### src/rtl/id_stage_pkg.sv
// Shared decode definitions for the veriRISCV ID stage: opcodes, ALU codes,
// immediate builders and the PC_RANGE/DATA_RANGE width macros.
`ifndef PC_RANGE
`define PC_RANGE XLEN-1:0
`endif
`ifndef DATA_RANGE
`define DATA_RANGE XLEN-1:0
`endif

package id_stage_pkg;

   localparam logic [6:0] OPC_LUI    = 7'b0110111;
   localparam logic [6:0] OPC_AUIPC  = 7'b0010111;
   localparam logic [6:0] OPC_JAL    = 7'b1101111;
   localparam logic [6:0] OPC_JALR   = 7'b1100111;
   localparam logic [6:0] OPC_BRANCH = 7'b1100011;
   localparam logic [6:0] OPC_LOAD   = 7'b0000011;
   localparam logic [6:0] OPC_STORE  = 7'b0100011;
   localparam logic [6:0] OPC_OPIMM  = 7'b0010011;
   localparam logic [6:0] OPC_OP     = 7'b0110011;
   localparam logic [6:0] OPC_FENCE  = 7'b0001111;
   localparam logic [6:0] OPC_SYSTEM = 7'b1110011;

   typedef enum logic [4:0] {
      ALU_ADD    = 5'd0,
      ALU_SUB    = 5'd1,
      ALU_SLL    = 5'd2,
      ALU_SLT    = 5'd3,
      ALU_SLTU   = 5'd4,
      ALU_XOR    = 5'd5,
      ALU_SRL    = 5'd6,
      ALU_SRA    = 5'd7,
      ALU_OR     = 5'd8,
      ALU_AND    = 5'd9,
      ALU_PASS_B = 5'd10,
      ALU_MUL    = 5'd11,
      ALU_MULH   = 5'd12,
      ALU_MULHSU = 5'd13,
      ALU_MULHU  = 5'd14,
      ALU_DIV    = 5'd15,
      ALU_DIVU   = 5'd16,
      ALU_REM    = 5'd17,
      ALU_REMU   = 5'd18
   } alu_op_e;

   // Shift encodings (funct3 001/101) are resolved by the caller against funct7.
   function automatic alu_op_e alu_base(input logic [2:0] f3);
      case (f3)
         3'b000:  return ALU_ADD;
         3'b001:  return ALU_SLL;
         3'b010:  return ALU_SLT;
         3'b011:  return ALU_SLTU;
         3'b100:  return ALU_XOR;
         3'b101:  return ALU_SRL;
         3'b110:  return ALU_OR;
         default: return ALU_AND;
      endcase
   endfunction

   function automatic logic signed [31:0] imm_i(input logic [31:0] ins);
      return {{20{ins[31]}}, ins[31:20]};
   endfunction

   function automatic logic signed [31:0] imm_s(input logic [31:0] ins);
      return {{20{ins[31]}}, ins[31:25], ins[11:7]};
   endfunction

   function automatic logic signed [31:0] imm_b(input logic [31:0] ins);
      return {{19{ins[31]}}, ins[31], ins[7], ins[30:25], ins[11:8], 1'b0};
   endfunction

   function automatic logic signed [31:0] imm_u(input logic [31:0] ins);
      return {ins[31:12], 12'b0};
   endfunction

   function automatic logic signed [31:0] imm_j(input logic [31:0] ins);
      return {{11{ins[31]}}, ins[31], ins[19:12], ins[20], ins[30:21], 1'b0};
   endfunction

endpackage

### src/rtl/id_stage_regfile.sv
// Integer register file: two asynchronous read ports, one synchronous write
// port, x0 hardwired to zero, write-through bypass from the WB port.
module regfile #(
   parameter int XLEN   = 32,
   parameter int REG_AW = 5
) (
   input  logic              clk,
   input  logic              we,
   input  logic [REG_AW-1:0] wa,
   input  logic [XLEN-1:0]   wd,
   input  logic [REG_AW-1:0] ra1,
   input  logic [REG_AW-1:0] ra2,
   output logic [XLEN-1:0]   rd1,
   output logic [XLEN-1:0]   rd2
);

   logic [XLEN-1:0] mem [2**REG_AW];

   always_ff @(posedge clk) begin
      if (we && wa != '0)
         mem[wa] <= wd;
   end

   // A same-cycle WB write to the read index is returned before it lands.
   always_comb begin
      rd1 = mem[ra1];
      if (we && wa == ra1) rd1 = wd;
      if (ra1 == '0)       rd1 = '0;
      rd2 = mem[ra2];
      if (we && wa == ra2) rd2 = wd;
      if (ra2 == '0)       rd2 = '0;
   end

endmodule

### src/rtl/id_stage.sv
// veriRISCV instruction decode stage: RV32I decode, register read, load-use
// hazard detection and the id2ex pipeline register. RV32M via VERIRISCV_RV32M_EN.
module id_stage
   import id_stage_pkg::*;
#(
   parameter int XLEN   = 32,
   parameter int REG_AW = 5
) (
   input  logic                clk,
   input  logic                rst,
   input  logic                if2id_valid,
   input  logic [`PC_RANGE]    if2id_pc,
   input  logic [31:0]         if2id_instruction,
   input  logic                id_flush,
   input  logic                id2ex_stall,
   input  logic                wb_reg_write,
   input  logic [REG_AW-1:0]   wb_rd,
   input  logic [`DATA_RANGE]  wb_data,
   output logic                if2id_stall,
   output logic                id2ex_valid,
   output logic [`PC_RANGE]    id2ex_pc,
   output logic [`DATA_RANGE]  id2ex_rs1_data,
   output logic [`DATA_RANGE]  id2ex_rs2_data,
   output logic [REG_AW-1:0]   id2ex_rs1,
   output logic [REG_AW-1:0]   id2ex_rs2,
   output logic [REG_AW-1:0]   id2ex_rd,
   output logic [XLEN-1:0]     id2ex_imm,
   output logic [4:0]          id2ex_alu_op,
   output logic                id2ex_alu_src1_pc,
   output logic                id2ex_alu_src2_imm,
   output logic                id2ex_reg_write,
   output logic                id2ex_mem_read,
   output logic                id2ex_mem_write,
   output logic [2:0]          id2ex_funct3,
   output logic                id2ex_branch,
   output logic                id2ex_jal,
   output logic                id2ex_jalr,
   output logic                id2ex_illegal
);

   logic [31:0]            ins;
   logic [6:0]             opcode, funct7;
   logic [2:0]             funct3_p0;
   logic [REG_AW-1:0]      rs1_p0, rs2_p0, rd_p0;
   logic [XLEN-1:0]        rs1_data_p0, rs2_data_p0;
   logic signed [31:0]     imm32_p0;
   logic signed [XLEN-1:0] imm_p0;
   alu_op_e                alu_op_p0;
   logic                   src1_pc_p0, src2_imm_p0, uses_rs1, uses_rs2;
   logic                   rw_p0, mr_p0, mw_p0, br_p0, jal_p0, jalr_p0, ill_p0;
   logic                   hazard;

   assign ins       = if2id_instruction;
   assign opcode    = ins[6:0];
   assign funct3_p0 = ins[14:12];
   assign funct7    = ins[31:25];
   assign rd_p0     = REG_AW'(ins[11:7]);
   assign rs1_p0    = REG_AW'(ins[19:15]);
   assign rs2_p0    = REG_AW'(ins[24:20]);
   assign imm_p0    = XLEN'(imm32_p0);

   regfile #(.XLEN(XLEN), .REG_AW(REG_AW)) u_regfile (
      .clk (clk),
      .we  (wb_reg_write),
      .wa  (wb_rd),
      .wd  (wb_data),
      .ra1 (rs1_p0),
      .ra2 (rs2_p0),
      .rd1 (rs1_data_p0),
      .rd2 (rs2_data_p0)
   );

   // Raw decode; side effects of an illegal encoding are masked further down.
   always_comb begin
      alu_op_p0   = ALU_ADD;
      src1_pc_p0  = 1'b0;
      src2_imm_p0 = 1'b0;
      uses_rs1    = 1'b0;
      uses_rs2    = 1'b0;
      rw_p0       = 1'b0;
      mr_p0       = 1'b0;
      mw_p0       = 1'b0;
      br_p0       = 1'b0;
      jal_p0      = 1'b0;
      jalr_p0     = 1'b0;
      ill_p0      = 1'b0;
      imm32_p0    = imm_i(ins);
      case (opcode)
         OPC_LUI: begin
            imm32_p0 = imm_u(ins); alu_op_p0 = ALU_PASS_B;
            src2_imm_p0 = 1'b1; rw_p0 = 1'b1;
         end
         OPC_AUIPC: begin
            imm32_p0 = imm_u(ins); src1_pc_p0 = 1'b1;
            src2_imm_p0 = 1'b1; rw_p0 = 1'b1;
         end
         OPC_JAL: begin
            imm32_p0 = imm_j(ins); src1_pc_p0 = 1'b1;
            src2_imm_p0 = 1'b1; rw_p0 = 1'b1; jal_p0 = 1'b1;
         end
         OPC_JALR: begin
            uses_rs1 = 1'b1; src2_imm_p0 = 1'b1; rw_p0 = 1'b1; jalr_p0 = 1'b1;
            ill_p0 = (funct3_p0 != 3'b000);
         end
         OPC_BRANCH: begin
            imm32_p0 = imm_b(ins); alu_op_p0 = ALU_SUB;
            uses_rs1 = 1'b1; uses_rs2 = 1'b1; br_p0 = 1'b1;
            ill_p0 = (funct3_p0 == 3'b010) || (funct3_p0 == 3'b011);
         end
         OPC_LOAD: begin
            uses_rs1 = 1'b1; src2_imm_p0 = 1'b1; rw_p0 = 1'b1; mr_p0 = 1'b1;
            ill_p0 = (funct3_p0 == 3'b011) || (funct3_p0[2:1] == 2'b11);
         end
         OPC_STORE: begin
            imm32_p0 = imm_s(ins); uses_rs1 = 1'b1; uses_rs2 = 1'b1;
            src2_imm_p0 = 1'b1; mw_p0 = 1'b1;
            ill_p0 = (funct3_p0[2] == 1'b1) || (funct3_p0 == 3'b011);
         end
         OPC_OPIMM: begin
            uses_rs1 = 1'b1; src2_imm_p0 = 1'b1; rw_p0 = 1'b1;
            alu_op_p0 = alu_base(funct3_p0);
            if (funct3_p0 == 3'b001)
               ill_p0 = (funct7 != 7'b0000000);
            else if (funct3_p0 == 3'b101) begin
               if (funct7 == 7'b0100000)      alu_op_p0 = ALU_SRA;
               else if (funct7 != 7'b0000000) ill_p0 = 1'b1;
            end
         end
         OPC_OP: begin
            uses_rs1 = 1'b1; uses_rs2 = 1'b1; rw_p0 = 1'b1;
            case (funct7)
               7'b0000000: alu_op_p0 = alu_base(funct3_p0);
               7'b0100000: begin
                  if (funct3_p0 == 3'b000)      alu_op_p0 = ALU_SUB;
                  else if (funct3_p0 == 3'b101) alu_op_p0 = ALU_SRA;
                  else                          ill_p0 = 1'b1;
               end
`ifdef VERIRISCV_RV32M_EN
               7'b0000001: begin
                  case (funct3_p0)
                     3'b000:  alu_op_p0 = ALU_MUL;
                     3'b001:  alu_op_p0 = ALU_MULH;
                     3'b010:  alu_op_p0 = ALU_MULHSU;
                     3'b011:  alu_op_p0 = ALU_MULHU;
                     3'b100:  alu_op_p0 = ALU_DIV;
                     3'b101:  alu_op_p0 = ALU_DIVU;
                     3'b110:  alu_op_p0 = ALU_REM;
                     default: alu_op_p0 = ALU_REMU;
                  endcase
               end
`endif
               default: ill_p0 = 1'b1;
            endcase
         end
         OPC_FENCE, OPC_SYSTEM: ;
         default: ill_p0 = 1'b1;
      endcase
   end

   assign hazard = if2id_valid & id2ex_valid & id2ex_mem_read & (id2ex_rd != '0) &
                   ((uses_rs1 & (rs1_p0 == id2ex_rd)) | (uses_rs2 & (rs2_p0 == id2ex_rd)));

   assign if2id_stall = hazard | id2ex_stall;

   // ---- id2ex stage boundary: control (reset, flushed, bubbled) ----
   always_ff @(posedge clk) begin
      if (rst || id_flush || (!id2ex_stall && hazard)) begin
         id2ex_valid     <= 1'b0;
         id2ex_reg_write <= 1'b0;
         id2ex_mem_read  <= 1'b0;
         id2ex_mem_write <= 1'b0;
         id2ex_branch    <= 1'b0;
         id2ex_jal       <= 1'b0;
         id2ex_jalr      <= 1'b0;
         id2ex_illegal   <= 1'b0;
      end else if (!id2ex_stall) begin
         id2ex_valid     <= if2id_valid;
         id2ex_reg_write <= if2id_valid & rw_p0 & ~ill_p0 & (rd_p0 != '0);
         id2ex_mem_read  <= if2id_valid & mr_p0 & ~ill_p0;
         id2ex_mem_write <= if2id_valid & mw_p0 & ~ill_p0;
         id2ex_branch    <= if2id_valid & br_p0 & ~ill_p0;
         id2ex_jal       <= if2id_valid & jal_p0 & ~ill_p0;
         id2ex_jalr      <= if2id_valid & jalr_p0 & ~ill_p0;
         id2ex_illegal   <= if2id_valid & ill_p0;
      end
   end

   // ---- id2ex stage boundary: datapath (no reset) ----
   always_ff @(posedge clk) begin
      if (!id2ex_stall) begin
         id2ex_pc           <= if2id_pc;
         id2ex_rs1_data     <= rs1_data_p0;
         id2ex_rs2_data     <= rs2_data_p0;
         id2ex_rs1          <= rs1_p0;
         id2ex_rs2          <= rs2_p0;
         id2ex_rd           <= rd_p0;
         id2ex_imm          <= imm_p0;
         id2ex_alu_op       <= alu_op_p0;
         id2ex_alu_src1_pc  <= src1_pc_p0;
         id2ex_alu_src2_imm <= src2_imm_p0;
         id2ex_funct3       <= funct3_p0;
      end
   end

endmodule

### config.mk
export PLATFORM = sky130hd
export DESIGN_NAME = id_stage
export DESIGN_NICKNAME = d
export VERILOG_FILES = /design/src/rtl/id_stage_pkg.sv /design/src/rtl/id_stage_regfile.sv /design/src/rtl/id_stage.sv
export SDC_FILE = /design/constraint.sdc
export NUM_CORES = 1
export LEC_CHECK = 0
export CELL_PAD_IN_SITES_DETAIL_PLACEMENT = 1
export CELL_PAD_IN_SITES_GLOBAL_PLACEMENT = 1
export CORE_UTILIZATION = 40
export CTS_CLUSTER_SIZE = 14
export DETAILED_ROUTE_END_ITERATION = 8
export MAX_ROUTING_LAYER = met4
export PLACE_DENSITY = 0.7
export SKIP_CTS_REPAIR_TIMING = 1
export SLEW_MARGIN = 10
export SYNTH_ARGS = -nofsm -noshare
export SYNTH_HDL_FRONTEND = slang
export SYNTH_HIERARCHICAL = 1
export SYNTH_SLANG_ARGS = --single-unit
### constraint.sdc
create_clock -name clk -period 5.4 [get_ports clk]
set_clock_uncertainty 0.15 [all_clocks]
set_input_delay 0.54 -clock clk [delete_from_list [all_inputs] [get_ports clk]]
set_output_delay 0.54 -clock clk [all_outputs]
set_load 0.005 [all_outputs]
==> out/qor.yml, run 1 <==
logic_synthesis:
  async_flop_share_pct: 0
  ys.warnings.count: 6
  synth_top_area_cell: "edfxtp_1"
  syn_area_per_cell_um2: 18.7
  synth_compound_area_share_pct: 6.58
  synth-seq-cells: 1184
  synth_xor_area_share_pct: 0.375
  synth-simple-area-share_pct: 2.73
  synth_mux_area_share_pct: 22.0
  synthFlopType: "edfxtp_1"
  yosysUniqueCellTypes: 75
  synth_edf_count: 1176
  synth_area_leaders: "edfxtp_1, mux4_2, mux2i_1"
  synth-seq-area-share_pct: 66.0
  synth_top_area_share_pct: 65.7
  synth_fa_ha_area_share_pct: 0
  synth_top_family_by_area: "multiplexers"
  postSynthCellCount: 2869
  syn-cell-area_um2: 53800
worst_setup_path:
  cp.required_ps: 4710
  cp.arrival_ps: 3280
  rrSetupSlack_ps: 2690
  start_kind: "primary input"
  cp-end-kind: "output pin"
  worstSetupPathType: "in -> out"
  crit_path_max_fanout: 11
global_routing:
  grt_pass1_vias: 33900
  grt_pass1_wl_mm: 253
  grt_max_degree: 100
  overflow: 0
  grt_util_all_layers_pct: 26.8
  antenna_found_initial: 8
detailed_routing:
  ant_nets: 0
  avgRoutedWirePerCell_um: 35.2
  drt_pass1_iterations: 6
  drc: 0
  viasPerCell: 6.49
  drt-total-wl_mm: 179
  vias: 32900
  dr.first_iter.drc_count: 4194
final_layout:
  synthToLayoutAreaGrowth_pct: 16.8
  regArea_um2: 35500
  drive_gt1_share_pct: 24.5
  finalNetCount: 3303
  stdcell_area_um2: 62800
  multi_input_comb_area_um2: 17500
  n_fill_cell: 12500
clock_network:
  htreeDepth: 3
  cts_root_buf: "clkbuf_16"
  clock_latency_ps: 760
  cts.sinks: 1184
  cts_tree: "yes"
  numCtsBuffers: 121
  clk_path_buf_depth: 3
  cts.clk_slew.worst_paths_ps: 50
die:
  die_x_um: 369
  initial_core_util_pct: 40.3
  fp.coreArea_um2: 133000
  num_io_pins: 269
  die_y_um: 369
  row_count: 134
  dieArea_um2: 136000
sta:
  finalSetupViolations: 0
  period_needed_ps: 3970
  fin_tns_setup_ps: 0
  rsz0062_at_grt: "false"
  slew_viol_final: 0
  worst_pin_slew_ps: 1290
  clock.fmax_mhz: 252
  worst_slack_ps: 1430
  relSlewSlack_pct: 14.2
  hold_violations: 0
  fin_crit_sh_pct: 73.6
power_and_ir_drop:
  cellPowerDensity_nw_per_um2: 327
  power_leakage_nw: 20.3
  vdd_ir_drop_max_mv: 0.262
job:
  max_cap_viol_count: 0
place:
  dpl_cell_area_um2: 59000
  gp_congestion: 0.867
  dp_slack_ps: 1260
  port_buffers: 267
  dp_hpwl_mm: 109
status:
  outcome: "finished, final reports clean"
hold_path:
  hp-class: "in -> reg"
[routing by layer]
metal  global-route usage, %  up-vias  routed length, um
li1                        -    12900                  -
met3                    5.41      349              18400
met2                    41.4     2066              84700
met4                    9.36        0               6190
met5                       -        -                  0
met1                    35.3    17600              69300
[worst max-delay path: stages]
cell and delay, ps:
clkdlybuf4s50_1 1080, buf_4 380, xnor2_1 190, nor4b_1 260, o21ai_0 190, nand2_1 120, clkdlybuf4s50_1 510
[logic make-up (layout without fill, tap and decap cells)]
family	Yosys count	in the layout
simple gates	292	292
other cells	2	36
compound gates	480	480
mux	657	657
buf+inv	231	628
flops	1184	1184
xor+xnor	23	23
[report_power, final]
group / switching (mW) / internal, mW / leakage (nW)
Combinational: 1.08 / 0.838 / 7.67
Clock: 3.60 / 4.53 / 1.84
Sequential: 0.119 / 10.4 / 10.8
Total: 4.80 / 15.7 / 20.3
[metrics by stage]
stage / cells / total power [mW] / hold slack [ps] / util [%]
3_5_place_dp: 4841 / 12.6 / 299 / 44.2
3_3_place_gp: 4841 / 12.5 / 302 / 44.2
5_1_grt: 5068 / 21.0 / 74.2 / 47.1
4_1_cts: 5065 / 20.6 / 36.1 / 47.1
2_1_floorplan: 2900 / 11.6 / 294 / -
6_report: 5068 / 20.5 / 56.3 / 47.1
[final cells by class]
type / instances / area share (%)
Antenna cell: 3 / 0.0120
Sequential cell: 1184 / 56.5
Inverter: 8 / 0.0558
Multi-Input combinational cell: 1485 / 27.8
Timing Repair Buffer: 396 / 6.13
Clock inverter: 75 / 0.950
Tap cell: 1768 / 3.52
Clock buffer: 149 / 5.06
[cells in the final DEF (no fill, tap or decap), types with 20 or more instances in the layout]
cell type	instances
o221ai_1	30
o22ai_1	45
a221oi_1	27
nand2_1	82
nor2b_1	25
a22oi_1	83
nor2_4	32
o21ai_0	45
a211oi_1	20
nor2_1	55
a22o_1	52
buf_4	115
a2111oi_0	26
mux4_2	417
edfxtp_1	1176
mux2i_1	210
a21oi_1	50
a21o_1	33
conb_1	33
clkdlybuf4s50_1	257
mux2_2	30
clkinv_1	36
clkbuf_16	123
clkinv_2	23
clkbuf_1	26
[registers in the layout, summed over array words and instances (netlist names), 3 cells and up]
| name | cells |
|---|---|
| id2ex_pc | 32 |
| id2ex_imm | 32 |
| id2ex_rs1 | 5 |
| id2ex_alu_op | 4 |
| id2ex_rs2 | 5 |
| id2ex_rs1_data | 32 |
| id2ex_rs2_data | 32 |
| id2ex_funct3 | 3 |
| u_regfile/mem | 1024 |
| id2ex_rd | 5 |
[worst paths after layout]
path / startpoint / endpoint / cells past startpoint
min reg2reg: id2ex_jalr / id2ex_jalr / 2
max reg2reg: u_regfile/mem[26][17] / id2ex_rs1_data[17] / 5
min: if2id_instruction[20] / id2ex_rs2[0] / 1
max: if2id_instruction[23] / if2id_stall / 7
[synth_stat cells, types with 39 or more instances]
| cell | n |
|---|---|
| mux2i_1 | 210 |
| o22ai_1 | 45 |
| a22o_1 | 52 |
| edfxtp_1 | 1176 |
| a22oi_1 | 83 |
| mux4_2 | 417 |
| a21oi_1 | 50 |
| nor2_1 | 88 |
| o21ai_0 | 46 |
| clkbuf_1 | 89 |
| buf_2 | 64 |
| nand2_1 | 82 |
| buf_4 | 39 |
No activity file was read; power rests on OpenSTA's default activity.
==> inputs of run 2 (changes only) <==
Clock period 5.4 ns to 3.85 ns, I/O delays scaled along.
==> run 2 against run 1 <==
  * Core utilization grew 0.73 points
  * Final cell count grew 0.93%
  * Sequential share of layout area shrank 0.87 points
  * Largest cell class unchanged
  * Largest power group unchanged
  * The flow now finishes with violations (hold timing)
  * Highest routed layer unchanged
  * Sequential power grew 40%
==> out/qor.yml, run 2 (same netlist as run 1, synthesis figures left out) <==
status:
  outcome: "finished with violations"
  violations: "hold timing"
worst_setup_path:
  worstSetupPathType: "in -> out"
  cpPeakStageDelay_ps: 560  # -520 ps
  cp.arrival_ps: 2840  # -440 ps
  cp.required_ps: 3310  # -1400 ps
  slowest_stage: "dlygate4sd3_1"
  start_kind: "primary input"
  cp-end-kind: "output pin"
  path_cells: "dlygate4sd3_1 > buf_8 > xor2_1 > nor4_1 > and4_1 > o21ai_0 > nand2_1 > clkdlybuf4s50_1"
  reg2regPathDepth: 5  # unchanged
  crit_path_max_fanout: 50  # +39
power_and_ir_drop:
  total_power_mw: 29.6  # +44%
  power_leakage_nw: 20.8  # +2.3%
  cellPowerDensity_nw_per_um2: 463  # +42%
  vdd_ir_drop_max_mv: 0.473  # +81%
hold_path:
  hold_path_depth: 1  # unchanged
  hp-class: "in -> reg"
clock_network:
  htreeDepth: 3  # unchanged
  cts.clk_slew.worst_paths_ps: 60  # about the same
  cts_root_buf: "clkbuf_16"
  cts_tree: "yes"
  cts.sinks: 1184  # unchanged
  numCtsBuffers: 119  # -1.7%
  clock_latency_ps: 760  # about the same
  clk_path_buf_depth: 3  # unchanged
final_layout:
  n_fill_cell: 12400  # -0.75%
  synthToLayoutAreaGrowth_pct: 18.6
  finish.utilization_pct: 47.8  # +0.73 points
  registers.top_by_ff_count: "u_regfile/mem"
  finalNetCount: 3352  # +1.5%
  drive_gt1_share_pct: 25.9  # +1.5 points
  regArea_um2: 35500  # unchanged
  largest_reg_flops: 1024  # unchanged
  layout_commonest_cell: "edfxtp_1"
  final_cell_mix: "edfxtp_1, mux4_2, clkdlybuf4s50_1"
  final_cells: 5115  # +0.93%
  multi_input_comb_area_um2: 17500  # unchanged
sta:
  clock.fmax_mhz: 296
  finalSetupViolations: 0  # unchanged
  hold_violations: 1  # +1
  fin_tns_setup_ps: 0  # unchanged
  whs_ps: -1.22  # -57.5 ps
  fin_crit_sh_pct: 87.8
  rsz0062_at_grt: "false"
  worst_pin_slew_ps: 1270  # -13.9 ps
  slew_viol_final: 0  # unchanged
  period_needed_ps: 3380
  relSlewSlack_pct: 14.8  # +0.66 points
die:
  row_count: 134  # unchanged
  initial_core_util_pct: 40.3  # unchanged
  die_y_um: 369  # unchanged
  fp.coreArea_um2: 133000  # unchanged
  die_x_um: 369  # unchanged
  num_io_pins: 269  # unchanged
  dieArea_um2: 136000  # unchanged
global_routing:
  grt_pass1_vias: 34300  # +1.3%
  grt_util_all_layers_pct: 27.4  # +0.64 points
  overflow: 0  # unchanged
  grt_max_degree: 111  # +11%
  grt_pass1_wl_mm: 257  # +1.7%
  antenna_found_initial: 7  # -1
place:
  gp_congestion: 0.864  # -0.44%
  port_buffers: 267  # unchanged
  dp_hpwl_mm: 110  # +0.83%
  place_inst: 4887  # +0.95%
detailed_routing:
  viasPerCell: 6.47  # -0.27%
  vias: 33100  # +0.65%
  dr.first_iter.drc_count: 4111  # -2.0%
  drc: 0  # unchanged
  drt-total-wl_mm: 183  # +2.4%
  ant_nets: 0  # unchanged
  avgRoutedWirePerCell_um: 35.7  # +1.4%
  drt_pass1_iterations: 5  # -1
job:
  max_cap_viol_count: 0  # unchanged
## run 2: worst paths after layout
path / start / endpoint / slack [ps]
max: if2id_instruction[16] / if2id_stall / 470
max reg2reg: u_regfile/mem[31][19] / id2ex_rs1_data[19] / 1550
min: if2id_instruction[24] / id2ex_rs2[4] / -1
min reg2reg: id2ex_jalr / id2ex_jalr / 340
## run 2: report_power, final
group / internal [mW] / switching, mW
logic: 1.22 / 1.50
clock network: 7.05 / 5.07
registers: 14.5 / 0.179
## run 2: area by class of cell
type / instances / area share, %
Timing Repair Buffer: 447 / 7.20
Inverter: 8 / 0.0530
Tap cell: 1768 / 3.47
Multi-Input combinational cell: 1485 / 27.4
Clock buffer: 147 / 4.93
Sequential cell: 1184 / 55.6
Clock inverter: 72 / 1.35
Antenna cell: 4 / 0.0157
## run 2: metal layers
layer	share of wire (%)	vias up	routed length, um	global-route usage, %
met5	0	-	0	-
met2	48	1974	88400	43.7
met4	3.8	0	6900	10.2
met1	38	17800	69900	35.1
li1	-	13000	-	-
met3	9.6	354	17600	4.97
## run 2: critical path, delay by kind of cell
family	cells	cell delay (ps)
buffers and inverters	3	1460
and+or+nand+nor	3	620
xor gates and xnor gates	1	180
AOI/OAI and AO/OA	1	140
## run 2: stage by stage
stage                     area [um^2]  worst slack, ps
after global routing            63800              373
after global placement          59700              551
after floorplan                 53900              427
final                           63800              470
after detailed placement        59700              553
after CTS                       63700              533
